### src/rtl/fetch_pkg.sv
// Fetch-stage shared types and sizing helpers.
// Imported by the fetch queue and fetch_unit.
package fetch_pkg;

  localparam int XLEN        = 32;
  localparam int INSTR_BYTES = 4;

  typedef struct packed {
    logic [XLEN-1:0] pc;
    logic [XLEN-1:0] instr;
  } fetch_entry_t;

  function automatic int ptr_w(input int n);
    return (n > 1) ? $clog2(n) : 1;
  endfunction

  function automatic int cnt_w(input int n);
    return $clog2(n + 1);
  endfunction

endpackage

### src/rtl/fetch_if.sv
// Instruction-memory request/response bus.
// Requests use valid/ready; responses are in-order, always accepted.
interface fetch_if #(
  parameter int DATA_WIDTH = 32
) ();

  logic                  imem_req_valid;
  logic                  imem_req_ready;
  logic [DATA_WIDTH-1:0] imem_req_addr;
  logic                  imem_resp_valid;
  logic [DATA_WIDTH-1:0] imem_resp_data;

  modport master (
    output imem_req_valid,
    output imem_req_addr,
    input  imem_req_ready,
    input  imem_resp_valid,
    input  imem_resp_data
  );

  modport slave (
    input  imem_req_valid,
    input  imem_req_addr,
    output imem_req_ready,
    output imem_resp_valid,
    output imem_resp_data
  );

endinterface

### src/rtl/fetch_fifo.sv
// First-word-fall-through FIFO with push, pop and flush.
// Depth need not be a power of two.
module fetch_fifo
  import fetch_pkg::*;
#(
  parameter type T  = fetch_entry_t,
  parameter int  D  = 4,
  parameter int  CW = cnt_w(D)
) (
  input  logic          clk,
  input  logic          rst,
  input  logic          push_i,
  input  logic          pop_i,
  input  logic          flush_i,
  input  T              data_i,
  output T              data_o,
  output logic          full_o,
  output logic          empty_o,
  output logic [CW-1:0] count_o
);

  localparam int            PW   = ptr_w(D);
  localparam logic [PW-1:0] LAST = PW'(D - 1);

  T              mem_q [D];
  logic [PW-1:0] rd_q, rd_d;
  logic [PW-1:0] wr_q, wr_d;
  logic [CW-1:0] cnt_q, cnt_d;
  logic          do_push;
  logic          do_pop;

  assign full_o  = (cnt_q == CW'(D));
  assign empty_o = (cnt_q == '0);
  assign count_o = cnt_q;
  assign data_o  = mem_q[rd_q];
  assign do_push = push_i && !full_o;
  assign do_pop  = pop_i && !empty_o;

  always_comb begin
    rd_d  = rd_q;
    wr_d  = wr_q;
    cnt_d = cnt_q;
    if (flush_i) begin
      rd_d  = '0;
      wr_d  = '0;
      cnt_d = '0;
    end else begin
      if (do_pop)
        rd_d = (rd_q == LAST) ? '0 : rd_q + 1'b1;
      if (do_push)
        wr_d = (wr_q == LAST) ? '0 : wr_q + 1'b1;
      cnt_d = cnt_q + CW'(do_push) - CW'(do_pop);
    end
  end

  // Storage is not reset; readers gate it with empty_o.
  always_ff @(posedge clk) begin
    if (do_push && !flush_i)
      mem_q[wr_q] <= data_i;
  end

  always_ff @(posedge clk or negedge rst) begin
    if (!rst) begin
      rd_q  <= '0;
      wr_q  <= '0;
      cnt_q <= '0;
    end else begin
      rd_q  <= rd_d;
      wr_q  <= wr_d;
      cnt_q <= cnt_d;
    end
  end

endmodule

### src/rtl/fetch_unit.sv
// Decoupled RV32I fetch stage: PC generation, imem issue,
// fetch queue feeding decode, redirect with response discard.
module fetch_unit
  import fetch_pkg::*;
#(
  parameter int                    DATA_WIDTH      = XLEN,
  parameter int                    DEPTH           = 4,
  parameter int                    MAX_OUTSTANDING = 2,
  parameter logic [DATA_WIDTH-1:0] RESET_PC        = '0
) (
  input  logic                  clk,
  input  logic                  rst,
  input  logic                  PCsrcE,
  input  logic [DATA_WIDTH-1:0] PCTargetE,
  fetch_if.master               imem,
  input  logic                  StallD,
  output logic                  ValidD,
  output logic [DATA_WIDTH-1:0] InstrD,
  output logic [DATA_WIDTH-1:0] PCd,
  output logic [DATA_WIDTH-1:0] PCPlus4D
);

  localparam int QCW = cnt_w(DEPTH);
  localparam int OCW = cnt_w(MAX_OUTSTANDING);
  localparam int SW  = cnt_w(DEPTH + MAX_OUTSTANDING);

  localparam logic [DATA_WIDTH-1:0] STEP =
    DATA_WIDTH'(INSTR_BYTES);

  logic [DATA_WIDTH-1:0] pc_q, pc_d;
  logic [OCW-1:0]        drop_q, drop_d;
  logic [QCW-1:0]        occ;
  logic [OCW-1:0]        inflight;
  logic [SW-1:0]         credit;
  logic [DATA_WIDTH-1:0] tag_pc;
  fetch_entry_t          head;
  fetch_entry_t          entry;
  logic                  q_full, q_empty;
  logic                  tag_full, tag_empty;
  logic                  issue, accept, resp;
  logic                  keep, push, pop;

  // Entries already queued plus those in flight must fit.
  assign credit = SW'(occ) + SW'(inflight);

  assign issue  = rst && !PCsrcE && !tag_full &&
                  !q_full && (credit < SW'(DEPTH));
  assign accept = issue && imem.imem_req_ready;
  assign resp   = imem.imem_resp_valid;
  assign keep   = resp && (drop_q == '0);
  assign push   = keep && !PCsrcE;
  assign pop    = !q_empty && !StallD && !PCsrcE;

  assign entry = '{pc: tag_pc, instr: imem.imem_resp_data};

  assign imem.imem_req_valid = issue;
  assign imem.imem_req_addr  = pc_q;

  always_comb begin
    pc_d = pc_q;
    if (PCsrcE)
      pc_d = PCTargetE;
    else if (accept)
      pc_d = pc_q + STEP;
  end

  // On redirect every response still owed becomes stale.
  always_comb begin
    drop_d = drop_q;
    if (PCsrcE)
      drop_d = inflight + OCW'(accept) - OCW'(resp);
    else if (resp && drop_q != '0)
      drop_d = drop_q - 1'b1;
  end

  always_ff @(posedge clk or negedge rst) begin
    if (!rst) begin
      pc_q   <= RESET_PC;
      drop_q <= '0;
    end else begin
      pc_q   <= pc_d;
      drop_q <= drop_d;
    end
  end

  fetch_fifo #(
    .T (logic [DATA_WIDTH-1:0]),
    .D (MAX_OUTSTANDING)
  ) u_tag (
    .clk     (clk),
    .rst     (rst),
    .push_i  (accept),
    .pop_i   (resp),
    .flush_i (1'b0),
    .data_i  (pc_q),
    .data_o  (tag_pc),
    .full_o  (tag_full),
    .empty_o (tag_empty),
    .count_o (inflight)
  );

  fetch_fifo #(
    .T (fetch_entry_t),
    .D (DEPTH)
  ) u_queue (
    .clk     (clk),
    .rst     (rst),
    .push_i  (push),
    .pop_i   (pop),
    .flush_i (PCsrcE),
    .data_i  (entry),
    .data_o  (head),
    .full_o  (q_full),
    .empty_o (q_empty),
    .count_o (occ)
  );

  assign ValidD   = !q_empty;
  assign InstrD   = ValidD ? head.instr : '0;
  assign PCd      = ValidD ? head.pc : '0;
  assign PCPlus4D = ValidD ? head.pc + STEP : '0;

`ifndef SYNTHESIS
  resp_needs_req: assert property (
    @(posedge clk) disable iff (!rst)
    imem.imem_resp_valid |-> !tag_empty
  );
`endif

endmodule

### src/flat_wrapper.sv
// flat-port wrapper written by rule: the top's interface ports become plain ports
module fetch_unit_flat import fetch_pkg::*;
#(
  parameter int                    DATA_WIDTH      = XLEN,
  parameter int                    DEPTH           = 4,
  parameter int                    MAX_OUTSTANDING = 2,
  parameter logic [DATA_WIDTH-1:0] RESET_PC        = '0
)
  (clk, rst, PCsrcE, PCTargetE, StallD, ValidD, InstrD, PCd, PCPlus4D, imem_imem_req_valid, imem_imem_req_addr, imem_imem_req_ready, imem_imem_resp_valid, imem_imem_resp_data);
  fetch_if #(.DATA_WIDTH(DATA_WIDTH)) imem_i ();
  input  logic clk;
  input  logic rst;
  input  logic PCsrcE;
  input  logic [DATA_WIDTH-1:0] PCTargetE;
  input  logic StallD;
  output logic ValidD;
  output logic [DATA_WIDTH-1:0] InstrD;
  output logic [DATA_WIDTH-1:0] PCd;
  output logic [DATA_WIDTH-1:0] PCPlus4D;
  output wire logic [$bits(imem_i.imem_req_valid)-1:0] imem_imem_req_valid;
  output wire logic [$bits(imem_i.imem_req_addr)-1:0] imem_imem_req_addr;
  input wire logic [$bits(imem_i.imem_req_ready)-1:0] imem_imem_req_ready;
  input wire logic [$bits(imem_i.imem_resp_valid)-1:0] imem_imem_resp_valid;
  input wire logic [$bits(imem_i.imem_resp_data)-1:0] imem_imem_resp_data;
  assign imem_imem_req_valid = imem_i.imem_req_valid;
  assign imem_imem_req_addr = imem_i.imem_req_addr;
  assign imem_i.imem_req_ready = imem_imem_req_ready;
  assign imem_i.imem_resp_valid = imem_imem_resp_valid;
  assign imem_i.imem_resp_data = imem_imem_resp_data;
  fetch_unit #(.DATA_WIDTH(DATA_WIDTH), .DEPTH(DEPTH), .MAX_OUTSTANDING(MAX_OUTSTANDING), .RESET_PC(RESET_PC)) u_core (.clk(clk), .rst(rst), .PCsrcE(PCsrcE), .PCTargetE(PCTargetE), .imem(imem_i), .StallD(StallD), .ValidD(ValidD), .InstrD(InstrD), .PCd(PCd), .PCPlus4D(PCPlus4D));
endmodule
### config.mk
export PLATFORM = sky130hd
export DESIGN_NAME = fetch_unit_flat
export DESIGN_NICKNAME = d
export VERILOG_FILES = /design/src/rtl/fetch_pkg.sv /design/src/rtl/fetch_if.sv /design/src/rtl/fetch_fifo.sv /design/src/rtl/fetch_unit.sv /design/src/flat_wrapper.sv
export SDC_FILE = /design/constraint.sdc
export NUM_CORES = 1
export LEC_CHECK = 0
export CELL_PAD_IN_SITES_DETAIL_PLACEMENT = 0
export CELL_PAD_IN_SITES_GLOBAL_PLACEMENT = 1
export CORE_MARGIN = 4
export CORE_UTILIZATION = 35
export DETAILED_ROUTE_END_ITERATION = 6
export MAX_ROUTING_LAYER = met4
export PLACE_DENSITY = 0.64
export SLEW_MARGIN = 20
export SYNTH_ARGS = -nofsm -noshare
export SYNTH_HDL_FRONTEND = slang
export SYNTH_SLANG_ARGS = --single-unit
### constraint.sdc
create_clock -name clk -period 3.4 [get_ports clk]
set_clock_uncertainty 0.2 [all_clocks]
set_input_delay 0.68 -clock clk [delete_from_list [all_inputs] [get_ports clk]]
set_output_delay 0.68 -clock clk [all_outputs]
set_load 0.01 [all_outputs]
Word level (Yosys, flattened, before mapping). Memories as Yosys holds them, arrays and structs flattened. Cells that the tools add are included.

Add/sub/neg operators: 14. Reduce and logical (&&, ||, !) cells: 29. Equality and inequality tests: 4. Magnitude comparators: 1. Multiplexer cells: 20.

Operators by type and width (number): $mux W32 (5); $add A32 B3 Y32 const B (2); $mux W2 (8); $logic_and A1 B1 Y1 (15); $reduce_bool A2 Y1 (5); $eq A2 B2 Y1 const B (3); $logic_not A1 Y1 (6); $mux W1 (6); $add A2 B1 Y2 (2); $add A2 B1 Y2 const B (2); $logic_not A2 Y1 (2); $sub A2 B1 Y2 (2); $add A3 B1 Y3 (1); $add A3 B2 Y3 (1); $eq A3 B3 Y1 const B (1); $logic_not A3 Y1 (1); $lt A3 B3 Y1 const B (1); $mux W3 (1); $sub A3 B1 Y3 (1); $add A1 B1 Y1 const B (2); $sub A2 B1 Y2 const B (1).

Input bits: 70. Memories kept: 2. Output and inout bits: 130. RAM bits: 320. Word-level logic and storage cells: 78. Bits in registers: 45.

Memories: u_core.u_queue.mem_q (words 4, width 64, rd ports 1, clocked after Yosys merged registers in 0, wr ports 1, line fetch_fifo.sv:25) `T mem_q [D];`; u_core.u_tag.mem_q (words 2, width 32, rd ports 1, clocked after Yosys merged registers in 0, wr ports 1, line fetch_fifo.sv:25).

Logic depth before layout (Yosys ltp). Gate-level depths: netlist of the first run.

Depth in word-level cells: 9. Gate-level depth with buffers: 12. Mapped depth without buffers: 12.

Hierarchy. Synthesis of the first run repeated with hierarchy kept, for this count alone.

Cells, all modules: 928. Area total of the unflattened synthesis: 15632.5 um^2.

By module, submodules not included: fetch_fifo at u_core.u_queue (area each 9704.3 um^2, cells each 381, times used 1, sequential area each 7862.5 um^2); fetch_unit (area each 3245.6 um^2, cells each 424, times used 1, sequential area each 850.8 um^2); fetch_fifo at u_core.u_tag (area each 2682.6 um^2, cells each 123, times used 1, sequential area each 2021.9 um^2).

Least setup slack after synthesis of the first run. Ideal clock, no wire load.

Path type: register -> register. Start point: register u_core.u_tag.cnt_q[1] (netlist: u_core.u_tag.count_o[1]). End point: memory u_core.u_tag.mem_q[0][0] (netlist bit) (enable). Setup time: 421 ps. Slack: -173 ps. Required time: 2779 ps. Arrival: 2951 ps. Stages on the path, launching flop included: 6. Clock period less this slack: 3573 ps. Buffers on the path: 0. Cell sequence: dfrtp_1 -> ha_1 -> a31oi_1 -> xor2_1 -> nand3_1 -> nor2_1.

Longest elaborated chain between the ends: 9. Elaborated cells on any way between the ends: 11. Those cells by class: 1 x add/sub; 1 x order compare; 1 x eq/ne; 2 x mux; 6 x reduce/logical.

Ends and longest elaborated chain: start, declared (line fetch_fifo.sv:28) `logic [CW-1:0] cnt_q, cnt_d;`; start signal, assigned (line fetch_fifo.sv:70) `cnt_q <= cnt_d;`; branches (longest 6 deep; another with $add A3 B2 Y3); $logic_and A1 B1 Y1 * (line fetch_fifo.sv:36) `assign do_push = push_i && !full_o;`; $mux W1 * (line fetch_fifo.sv:58) `if (do_push && !flush_i)`; $mux W1 (implied by the code) * (line fetch_fifo.sv:59) `mem_q[wr_q] <= data_i;`; end, declared (line fetch_fifo.sv:25).

Every way passes the cells marked *.

Worst setup path in the final report of the first run.
Start point: register u_core.u_queue.rd_q[0]. End point: output port PCPlus4D[20].

Longest elaborated chain between the ends: 3.

Ends and longest elaborated chain: start, declared (line fetch_fifo.sv:26) `logic [PW-1:0] rd_q, rd_d;`; start signal, assigned (line fetch_fifo.sv:68) `rd_q <= rd_d;`; $mem_v2 Z4 W64; $add A32 B3 Y32 (line fetch_unit.sv:121) `assign PCPlus4D = ValidD ? head.pc + STEP : '0;`; $mux W32 (line fetch_unit.sv:121); end, declared (line flat_wrapper.sv:19) `output logic [DATA_WIDTH-1:0] PCPlus4D;`.

No other way between the ends.

==> results of run 1 <==
## final timing paths
path / start / depth (start not counted) / end
max reg2reg: u_core.u_tag.count_o[1]$_DFF_PN0_ / 9 / u_core.imem.imem_req_addr[29]$_DFFE_PN0P_
min reg2reg: u_core.u_tag.rd_q$_DFFE_PN0P_ / 1 / u_core.u_tag.rd_q$_DFFE_PN0P_
min: rst / 2 / u_core.imem.imem_req_addr[20]$_DFFE_PN0P_
min in group clk: u_core.u_tag.rd_q$_DFFE_PN0P_ / 1 / u_core.u_tag.rd_q$_DFFE_PN0P_
max: u_core.u_queue.rd_q[0]$_DFFE_PN0P_ / 11 / PCPlus4D[20]
max in group asynchronous: rst / 2 / u_core.u_queue.rd_q[0]$_DFFE_PN0P_
## where the power goes
part	switching [uW]	leakage [uW]	internal, uW	total (uW)
combinational	2070	0.00370	2030	4090
sequential	187	0.00343	5290	5480
clock	1720	0.000617	2390	4100
total	3970	0.00776	9710	13700
## layout by cell type (no fill, tap or decap), types with 29 or more instances in the layout
cell type        count
mux2_2              34
edfxtp_1           320
nor2_1              48
nand2_1             47
o21ai_0             29
mux4_2              64
buf_4               77
and2_1              62
buf_6               36
dlymetal6s2s_1      34
clkdlybuf4s50_1    111
clkbuf_16           41
dfrtp_1             41
xnor2_1             32
## worst register-to-register path, delay by kind of cell (launching register included)
family | cells | cell delay, ns
and+or+nand+nor | 3 | 0.98
DFF | 1 | 0.44
adders and majority gates | 1 | 0.30
AOI/OAI and AO/OA | 2 | 0.28
buffers and inverters | 2 | 0.26
xor gates and xnor gates | 1 | 0.22
## cells in the mapped netlist, drive strengths merged (21+ instances only)
cell,n,share of area (%)
o21ai,29,0.94
mux2,34,2.5
nand2,55,1.3
inv,26,0.63
nand3,21,0.72
xor2,25,1.4
nor2,53,1.3
and2,71,2.9
edfxtp,320,62
xnor2,33,1.9
dfrtp,45,7.3
mux4,64,9.7
## metrics by stage
| stage | hold slack, ns | util (%) | setup TNS, ns | total power (uW) |
|---|---|---|---|---|
| floorplan | 0.184 | - | 0 | 7490 |
| global placement | 0.263 | 43.1 | -4.10 | 9570 |
| detailed placement | 0.266 | 43.1 | -4.82 | 9600 |
| CTS | 0.153 | 46.9 | -17.06 | 13800 |
| global route | 0.161 | 47.7 | -14.67 | 14400 |
| finish | 0.134 | 47.7 | -10.23 | 13700 |
## flip-flops by register name (all words and copies together), names as in the netlist
| register | cells |
|---|---|
| u_core.drop_q | 2 |
| u_core.imem.imem_req_addr | 32 |
| u_core.u_queue.count_o | 3 |
| u_core.u_queue.mem_q | 256 |
| u_core.u_queue.rd_q | 2 |
| u_core.u_queue.wr_q | 2 |
| u_core.u_tag.count_o | 2 |
| u_core.u_tag.mem_q | 64 |
| u_core.u_tag.rd_q | 1 |
| u_core.u_tag.wr_q | 1 |
## layout make-up
class,count,area share (%)
clock buffers,49,5.16
clock inverters,22,0.891
flip-flops and latches,365,52.1
well taps,585,3.55
multi-input cells,489,21.9
repair buffers,331,16.0
inverters,26,0.473
## routing by layer
metal	share of wire, %	global-route usage (%)	routed length [um]
met1	46	22.2	17200
met2	48	25.0	18000
met3	4.5	2.73	1710
met4	2.4	3.98	903
met5	0	-	0
## kinds of logic (layout without fill, tap and decap cells)
family          Yosys count  count (layout)
flops                   365             365
simple gates            263             263
mux                      98              98
buf+inv                  66             428
xor+xnor                 58              58
compound gates           54              54
fa+ha+maj                16              16
## what timing repair did
item / CTS / global route
hold buffers: 0 / 0
pin swaps: 32 / 21
resized for setup: 221 / 80
gates cloned: 4 / 1
setup buffers: 25 / 28
endpoints found under the setup margin: 94 / 83
==> out/metrics.yaml, run 1 <==
clockBufferDepth: 3
io_pins: 200
synth_xor_area_share_pct: 3.30
diodes: 0
dr.pass1.iters: 5
grt_pass1_wl_mm: 56.7
dieHeight_um: 218
yosysUniqueCellTypes: 48
clk_pin_slew_ns: 0.06
synth-compound-area-share_pct: 2.11
finalSetupViolCount: 36
hold_viol: 0
slew_headroom_pct: 58.2
grtUsageTotal_pct: 16.0
cts_root_buf: "clkbuf_16"
drtIter0Drc: 509
place_hpwl_mm: 24.6
rsz0062_at_grt: "true"
fin_nets: 1339
synth_edf_count: 320
leakage_uw: 0.00776
required_ns: 2.52
layout.area.seq_mm2: 0.0107
cp.arrival_ns: 2.96
worstMarginPinSlew_ns: 0.628
violations: "negative setup slack"
row_count: 76
syn_to_final_growth_pct: 34.0
port_buffers: 199
multi_input_area_mm2: 0.00451
yosysSeqAreaShare_pct: 69.7
syn-num-nets: 1006
antenna_left: 0
synth_flop_cell: "edfxtp_1"
critPathCaptureType: "primary output"
worst_slack_ns: -0.439
slowest_stage: "dfrtp_4"
maxCapViolCount: 0
async_reset_ff_share_pct: 12.3
ys_warn_count: 0
status: "complete, but fails checks"
fmax_ghz: 0.261
synth-simple-area-share_pct: 9.36
grt_pass1_vias: 9413
criticalPathCategory: "register to primary output"
crit_path_start_kind: "register"
htree_num_levels: 2
vias: 9021
synth_area_mm2: 0.0154
placedCellCount: 1742
synth_adder_area_share_pct: 1.35
wl_mm: 37.8
post_dp_cell_area_mm2: 0.0186
cts_tree: "yes"
cts_sinks: 365
final_cells: 1867
finalInstanceArea_mm2: 0.0206
start_util_pct: 35.6
pre_cts_slack_ns: -0.318
fp.dieW_um: 218
synth_top_family_by_area: "multiplexers"
die_area_mm2: 0.0474
path_buf_inv: 5
power.density_mw_per_mm2: 663
post-route-min-period_ns: 3.84
fillCellCount: 3756
synthCells: 920
cts_buffers: 40
drive_above_1_share_pct: 29.8
synthMuxAreaShare_pct: 12.1
irDropWorstVdd_mv: 0.414
max_stage_delay_ns: 0.54
r2r_slack_ns: 0.59
min_period_over_period_pct: 113
crit_chain: "buf_12 -> mux4_2 -> nand4_4 -> buf_12 -> nor3_4 -> buf_6 -> buf_6 -> nand2_2 -> xor2_1 -> nor2_1 -> buf_2"
ys_seq_elements: 365
crit_family: "buffers and inverters"
wl_per_cell_um: 20.2
antenna_found_initial: 0
syn_avg_cell_area_um2: 16.7
drv_slew: 0
grt_remaining_overflow: 0
routed_via_density: 4.83
cp_max_fo: 7
grt_max_degree: 64
hold_path.class: "primary input to async pin"
remaining_drc_errors: 0
place_congestion: 0.776
clock_latency_ns: 0.54
core_mm2: 0.0433
Note: power is estimated with default switching activity, not from simulation.
==> run 2: changes to the inputs <==
--- a/config.mk
+++ b/config.mk
@@ -11,8 +11,8 @@
 export CORE_UTILIZATION = 35
 export DETAILED_ROUTE_END_ITERATION = 6
 export MAX_ROUTING_LAYER = met4
-export PLACE_DENSITY = 0.64
-export SLEW_MARGIN = 20
+export PLACE_DENSITY = 0.62
+export SLEW_MARGIN = 10
 export SYNTH_ARGS = -nofsm -noshare
 export SYNTH_HDL_FRONTEND = slang
 export SYNTH_SLANG_ARGS = --single-unit
==> constraint.sdc (replaced) <==
create_clock -name clk -period 3.9 [get_ports clk]
set_clock_uncertainty 0.2 [all_clocks]
set_input_delay 0.78 -clock clk [delete_from_list [all_inputs] [get_ports clk]]
set_output_delay 0.78 -clock clk [all_outputs]
set_load 0.01 [all_outputs]
==> out/metrics.yaml, run 2 (same netlist as run 1, synthesis figures left out) <==
status: "complete, but fails checks"
violations: "negative setup slack"
finalSetupViolCount: 1  # -97%
dr.pass1.iters: 4  # -1
die_area_mm2: 0.0474  # unchanged
core_mm2: 0.0433  # unchanged
wl_mm: 35.5  # -6.0%
drive_above_1_share_pct: 23.4  # -6.4 points
crit_path_start_kind: "register"
io_pins: 200  # unchanged
place_congestion: 0.761  # -2.0%
clockBufferDepth: 3  # unchanged
hold_viol: 0  # unchanged
slew_headroom_pct: 57.3  # -0.81 points
cp.arrival_ns: 2.94  # -0.02 ns
top_register: "u_core.u_queue.mem_q"
final_common_cell: "edfxtp_1"
switching_share_pct: 28.8  # -0.19 points
remaining_drc_errors: 0  # unchanged
cp_max_fo: 8  # +1
final_cell_mix: "edfxtp_1, clkdlybuf4s50_1, and2_1"
cts_sinks: 365  # unchanged
hold_path.class: "primary input to async pin"
combinationalPowerShare_pct: 28.9  # -1.0 points
antenna_left: 0  # unchanged
routed_via_density: 4.79  # -0.92%
drv_slew: 0  # unchanged
multi_input_area_mm2: 0.00442  # -2.0%
clock_latency_ns: 0.54  # about the same
seq_power_share_pct: 41.0  # +0.9 points
clk_pin_slew_ns: 0.06  # about the same
power.density_mw_per_mm2: 588  # -11%
wl_per_cell_um: 19.7  # -2.9%
p_int_uw: 8290  # -15%
rsz0062_at_grt: "true"
leakage_uw: 0.00671  # -13%
port_buffers: 199  # unchanged
required_ns: 2.92  # +0.40 ns
grt_max_degree: 64  # unchanged
maxCapViolCount: 0  # unchanged
grt_remaining_overflow: 0  # unchanged
critPathCaptureType: "primary output"
grt_pass1_vias: 8863  # -5.8%
grtUsageTotal_pct: 15.2  # -0.86 points
hold_ws_ns: 0.217  # +0.0828 ns
worstMarginPinSlew_ns: 0.640  # +0.0122 ns
vias: 8651  # -4.1%
reg2reg_depth: 12  # +3
start_util_pct: 35.6  # unchanged
irDropWorstVdd_mv: 0.381  # -8.0%
fp.dieW_um: 218  # unchanged
power_uw: 11700  # -15%
worst_slack_ns: -0.0231  # +0.416 ns
row_count: 76  # unchanged
post-route-min-period_ns: 3.92
layout.area.seq_mm2: 0.0107  # about the same
p_switching_uw: 3360  # -15%
largest_reg_flops: 256  # unchanged
cts_root_buf: "clkbuf_16"
fillCellCount: 3841  # +2.3%
cts_buffers: 40  # unchanged
syn_to_final_growth_pct: 28.7
htree_num_levels: 2  # unchanged
min_period_over_period_pct: 101
clkPwrFrac_pct: 30.1  # about the same
fmax_ghz: 0.255
drtIter0Drc: 480  # -5.7%
place_hpwl_mm: 23.3  # -5.2%
criticalPathCategory: "register to primary output"
cts_tree: "yes"
fin_nets: 1279  # -4.5%
grt_pass1_wl_mm: 54.1  # -4.6%
dieHeight_um: 218  # unchanged
diodes: 0  # unchanged
antenna_found_initial: 0  # unchanged
-- run 2: cell count changes in the layout (fill, tap and decap cells not counted), sizes merged --
cell           previous run  this run
buf                     162        90
dlygate4sd2              15         2
inv                      28        29
dlymetal6s2s             34         1
clkdlybuf4s50           111       170
clkbuf                   56        52
clkinvlp                  1         3
-- run 2: per-stage QoR --
step | TNS, ns | setup slack (ns) | instance area, um^2 | instances | utilization, %
2_1_floorplan | 0 | 0.327 | 15400 | 920 | -
3_5_place_dp | -0.0484 | -0.0484 | 18300 | 1704 | 42.3
6_report | -0.0231 | -0.0231 | 19800 | 1807 | 45.8
3_3_place_gp | -0.0373 | -0.0373 | 18300 | 1704 | 42.3
5_1_grt | -1.71 | -0.229 | 19800 | 1807 | 45.8
4_1_cts | -0.671 | -0.187 | 19700 | 1793 | 45.4
-- run 2: worst paths after layout --
kind                                                             end  slack, ns                                 from
min                        u_core.imem.imem_req_addr[20]$_DFFE_PN0P_       0.22                                  rst
min reg2reg                            u_core.u_tag.rd_q$_DFFE_PN0P_       0.29        u_core.u_tag.rd_q$_DFFE_PN0P_
max reg2reg                      u_core.u_queue.count_o[2]$_DFF_PN0_       0.88  u_core.u_queue.count_o[1]$_DFF_PN0_
min in group clk                       u_core.u_tag.rd_q$_DFFE_PN0P_       0.29        u_core.u_tag.rd_q$_DFFE_PN0P_
max                                                     PCPlus4D[22]      -0.02   u_core.u_queue.rd_q[0]$_DFFE_PN0P_
max in group asynchronous         u_core.u_queue.rd_q[0]$_DFFE_PN0P_       2.76                                  rst
-- run 2: worst max-delay path: stages, from the launching register on --
cell,delay [ns]
dfrtp_4,0.55
buf_12,0.17
mux4_2,0.36
nand4_4,0.13
buf_12,0.17
buf_6,0.11
nor4_4,0.27
buf_4,0.17
nand4_1,0.10
xor2_1,0.15
nor2_1,0.08
buf_2,0.14
-- run 2: timing repair --
item | CTS | global route
pin swaps | 7 | 8
hold buffers | 0 | 0
setup buffers | 18 | 14
resized for setup | 95 | 43
endpoints found under the setup margin | 55 | 30
-- run 2: cell type report --
cell class	count	area share, %
flip-flops and latches	365	54.2
multi-input cells	489	22.3
repair buffers	271	13.1
clock buffers	46	5.17
well taps	585	3.70
clock inverters	25	1.04
inverters	26	0.493
-- run 2: power by group through the flow --
stage	Clock [uW]	Combinational, uW	Sequential [uW]
finish	3510	3370	4780
global route	3800	3670	4800
CTS	3630	3400	4780
detailed placement	0	3410	4860
global placement	0	3400	4850
floorplan	0	1720	4810
-- run 2: routing by layer --
layer  up-vias  GRT usage (%)  routed length, um
met5         -              -                  0
met1      4350           21.6              16500
met2       214           23.2              16600
met4         0           3.50                694
li1       4037              -                  -
met3        50           2.55               1770
==> run 3: changes to the inputs <==
--- a/config.mk
+++ b/config.mk
@@ -8,10 +8,10 @@
 export CELL_PAD_IN_SITES_DETAIL_PLACEMENT = 0
 export CELL_PAD_IN_SITES_GLOBAL_PLACEMENT = 1
 export CORE_MARGIN = 4
-export CORE_UTILIZATION = 35
+export CORE_UTILIZATION = 47
 export DETAILED_ROUTE_END_ITERATION = 6
 export MAX_ROUTING_LAYER = met4
-export PLACE_DENSITY = 0.62
+export PLACE_DENSITY = 0.79
 export SLEW_MARGIN = 10
 export SYNTH_ARGS = -nofsm -noshare
 export SYNTH_HDL_FRONTEND = slang
==> out/metrics.yaml, run 3 (same netlist as run 1, synthesis figures left out) <==
status: "complete, but fails checks"
violations: "negative setup slack"
core_mm2: 0.0325  # -25%
irDropWorstVdd_mv: 0.297  # -22%
antenna_found_initial: 0  # unchanged
antenna_left: 0  # unchanged
power.density_mw_per_mm2: 593  # +0.79%
hold_viol: 0  # unchanged
hold_ws_ns: 0.235  # +0.0175 ns
diodes: 0  # unchanged
row_count: 66  # -13%
drv_slew: 0  # unchanged
port_buffers: 199  # unchanged
remaining_drc_errors: 0  # unchanged
final_cells: 1660  # -8.1%
wl_per_cell_um: 20.4  # +4.0%
grt_pass1_vias: 9165  # +3.4%
grt_pass1_wl_mm: 53.1  # -1.9%
clockBufferDepth: 3  # unchanged
grt_max_degree: 65  # +1.6%
drtIter0Drc: 526  # +9.6%
top_register: "u_core.u_queue.mem_q"
final.setup.tns_ns: -0.111  # -0.0877 ns
start_util_pct: 47.4  # +12 points
dr.pass1.iters: 5  # +1
vias: 8779  # +1.5%
cts_buffers: 38  # -5.0%
place_congestion: 0.813  # +6.8%
worst_slack_ns: -0.0868  # -0.0637 ns
required_ns: 2.92  # about the same
clk_pin_slew_ns: 0.06  # about the same
finalInstanceArea_mm2: 0.0196  # -1.0%
grtUsageTotal_pct: 19.5  # +4.3 points
max_stage_delay_ns: 0.53  # -0.02 ns
worstMarginPinSlew_ns: 0.714  # +0.0744 ns
finalSetupViolCount: 2  # +1
cts_tree: "yes"
crit_chain: "buf_8 -> buf_12 -> mux4_2 -> nand4_4 -> nor4_4 -> buf_4 -> nand4_1 -> xor2_1 -> nor2_1 -> buf_2"
hold_path.class: "primary input to async pin"
post-route-min-period_ns: 3.99  # +0.0637 ns
fp.dieW_um: 189  # -13%
die_area_mm2: 0.0357  # -25%
fmax_ghz: 0.251  # -1.6%
min_period_over_period_pct: 102  # +1.6 points
cp.arrival_ns: 3.01  # +0.07 ns
clkPwrFrac_pct: 30.1  # about the same
worstSetupStartpoint: "u_core.u_queue.rd_q[0]$_DFFE_PN0P_"
dieHeight_um: 189  # -13%
cp_max_fo: 8  # unchanged
slowest_stage: "dfrtp_4"
p_switching_uw: 3300  # -1.9%
combinationalPowerShare_pct: 28.7  # -0.2 points
post-route-util_pct: 60.4  # +15 points
post_dp_cell_area_mm2: 0.0181  # -1.3%
drive_above_1_share_pct: 22.9  # -0.50 points
wl_mm: 33.9  # -4.5%
switching_share_pct: 28.4  # -0.47 points
r2r_start: "u_core.u_queue.count_o[1]$_DFF_PN0_"
seq_power_share_pct: 41.2  # +0.2 points
syn_to_final_growth_pct: 27.3
reg2reg_depth: 12  # unchanged
p_int_uw: 8330  # +0.41%
htree_num_levels: 2  # unchanged
cts-hold-fix-buffers: 0  # unchanged
criticalPathCategory: "register to primary output"
routed_via_density: 5.29  # +10%
cts_sinks: 365  # unchanged
placedCellCount: 1555  # -8.7%
largest_reg_flops: 256  # unchanged
rsz0062_at_grt: "true"
place_hpwl_mm: 21.6  # -7.5%
final_common_cell: "edfxtp_1"
crit_path_start_kind: "register"
cts_root_buf: "clkbuf_16"
fin_nets: 1276  # -0.23%
slew_headroom_pct: 52.4  # -5.0 points
maxCapViolCount: 0  # unchanged
io_pins: 200  # unchanged
leakage_uw: 0.00670  # -0.16%
clock_latency_ns: 0.53  # about the same
critPathCaptureType: "primary output"
grt_remaining_overflow: 0  # unchanged
final_cell_mix: "edfxtp_1, clkdlybuf4s50_1, and2_1"
-- run 3: area by class of cell --
class	instances	area, um^2
fillers	2477	12800
inverters	26	97.6
clock buffers	46	981
multi-input cells	489	4430
clock inverters	22	220
repair buffers	270	2580
flip-flops and latches	365	10700
well taps	442	553
-- run 3: power by group through the flow --
stage	Clock, uW	Sequential, uW	Combinational, uW
after floorplan	0	4810	1720
after global placement	0	4870	3290
after detailed placement	0	4880	3310
after CTS	3570	4800	3340
after global routing	3750	4820	3580
final	3500	4790	3330
-- run 3: path summary, 6_finish.rpt --
| check | endpoint | slack, ns |
|---|---|---|
| hold reg to reg | u_core.u_tag.mem_q[0][0]$_DFFE_PP_ | 0.32 |
| min in group clk | u_core.u_tag.mem_q[0][0]$_DFFE_PP_ | 0.32 |
| setup / recovery | PCPlus4D[31] | -0.09 |
| hold / removal | u_core.imem.imem_req_addr[24]$_DFFE_PN0P_ | 0.23 |
| max in group asynchronous | u_core.u_queue.rd_q[0]$_DFFE_PN0P_ | 2.73 |
| setup reg to reg | u_core.u_queue.count_o[2]$_DFF_PN0_ | 0.86 |
-- run 3: metal layers --
| layer | wire length (um) | vias to the layer above | global-route usage, % |
|---|---|---|---|
| met3 | 2020 | 52 | 3.47 |
| met4 | 743 | 0 | 5.02 |
| li1 | - | 4048 | - |
| met5 | 0 | - | - |
| met2 | 15800 | 280 | 30.0 |
| met1 | 15400 | 4399 | 27.4 |
-- run 3: repair_timing --
action                     CTS  global route
resized for setup          103            22
pin swaps                   16            19
setup buffers               24            13
setup endpoints to repair   26            27
gates cloned                 3             1
-- run 3: worst max-delay path, delay by kind of cell (launching register included) --
kind                   cells  cell delay (ns)
flip-flops                 1             0.53
buffers and inverters      4             0.62
multiplexers               1             0.40
XOR/XNOR                   1             0.16
AND/OR/NAND/NOR            4             0.76
-- run 3: per-stage QoR --
step | power [uW] | setup WS (ns)
2_1_floorplan | 6530 | 0.327
3_3_place_gp | 8150 | 0.123
3_5_place_dp | 8180 | 0.0637
4_1_cts | 11700 | -0.149
5_1_grt | 12200 | -0.180
6_report | 11600 | -0.0868
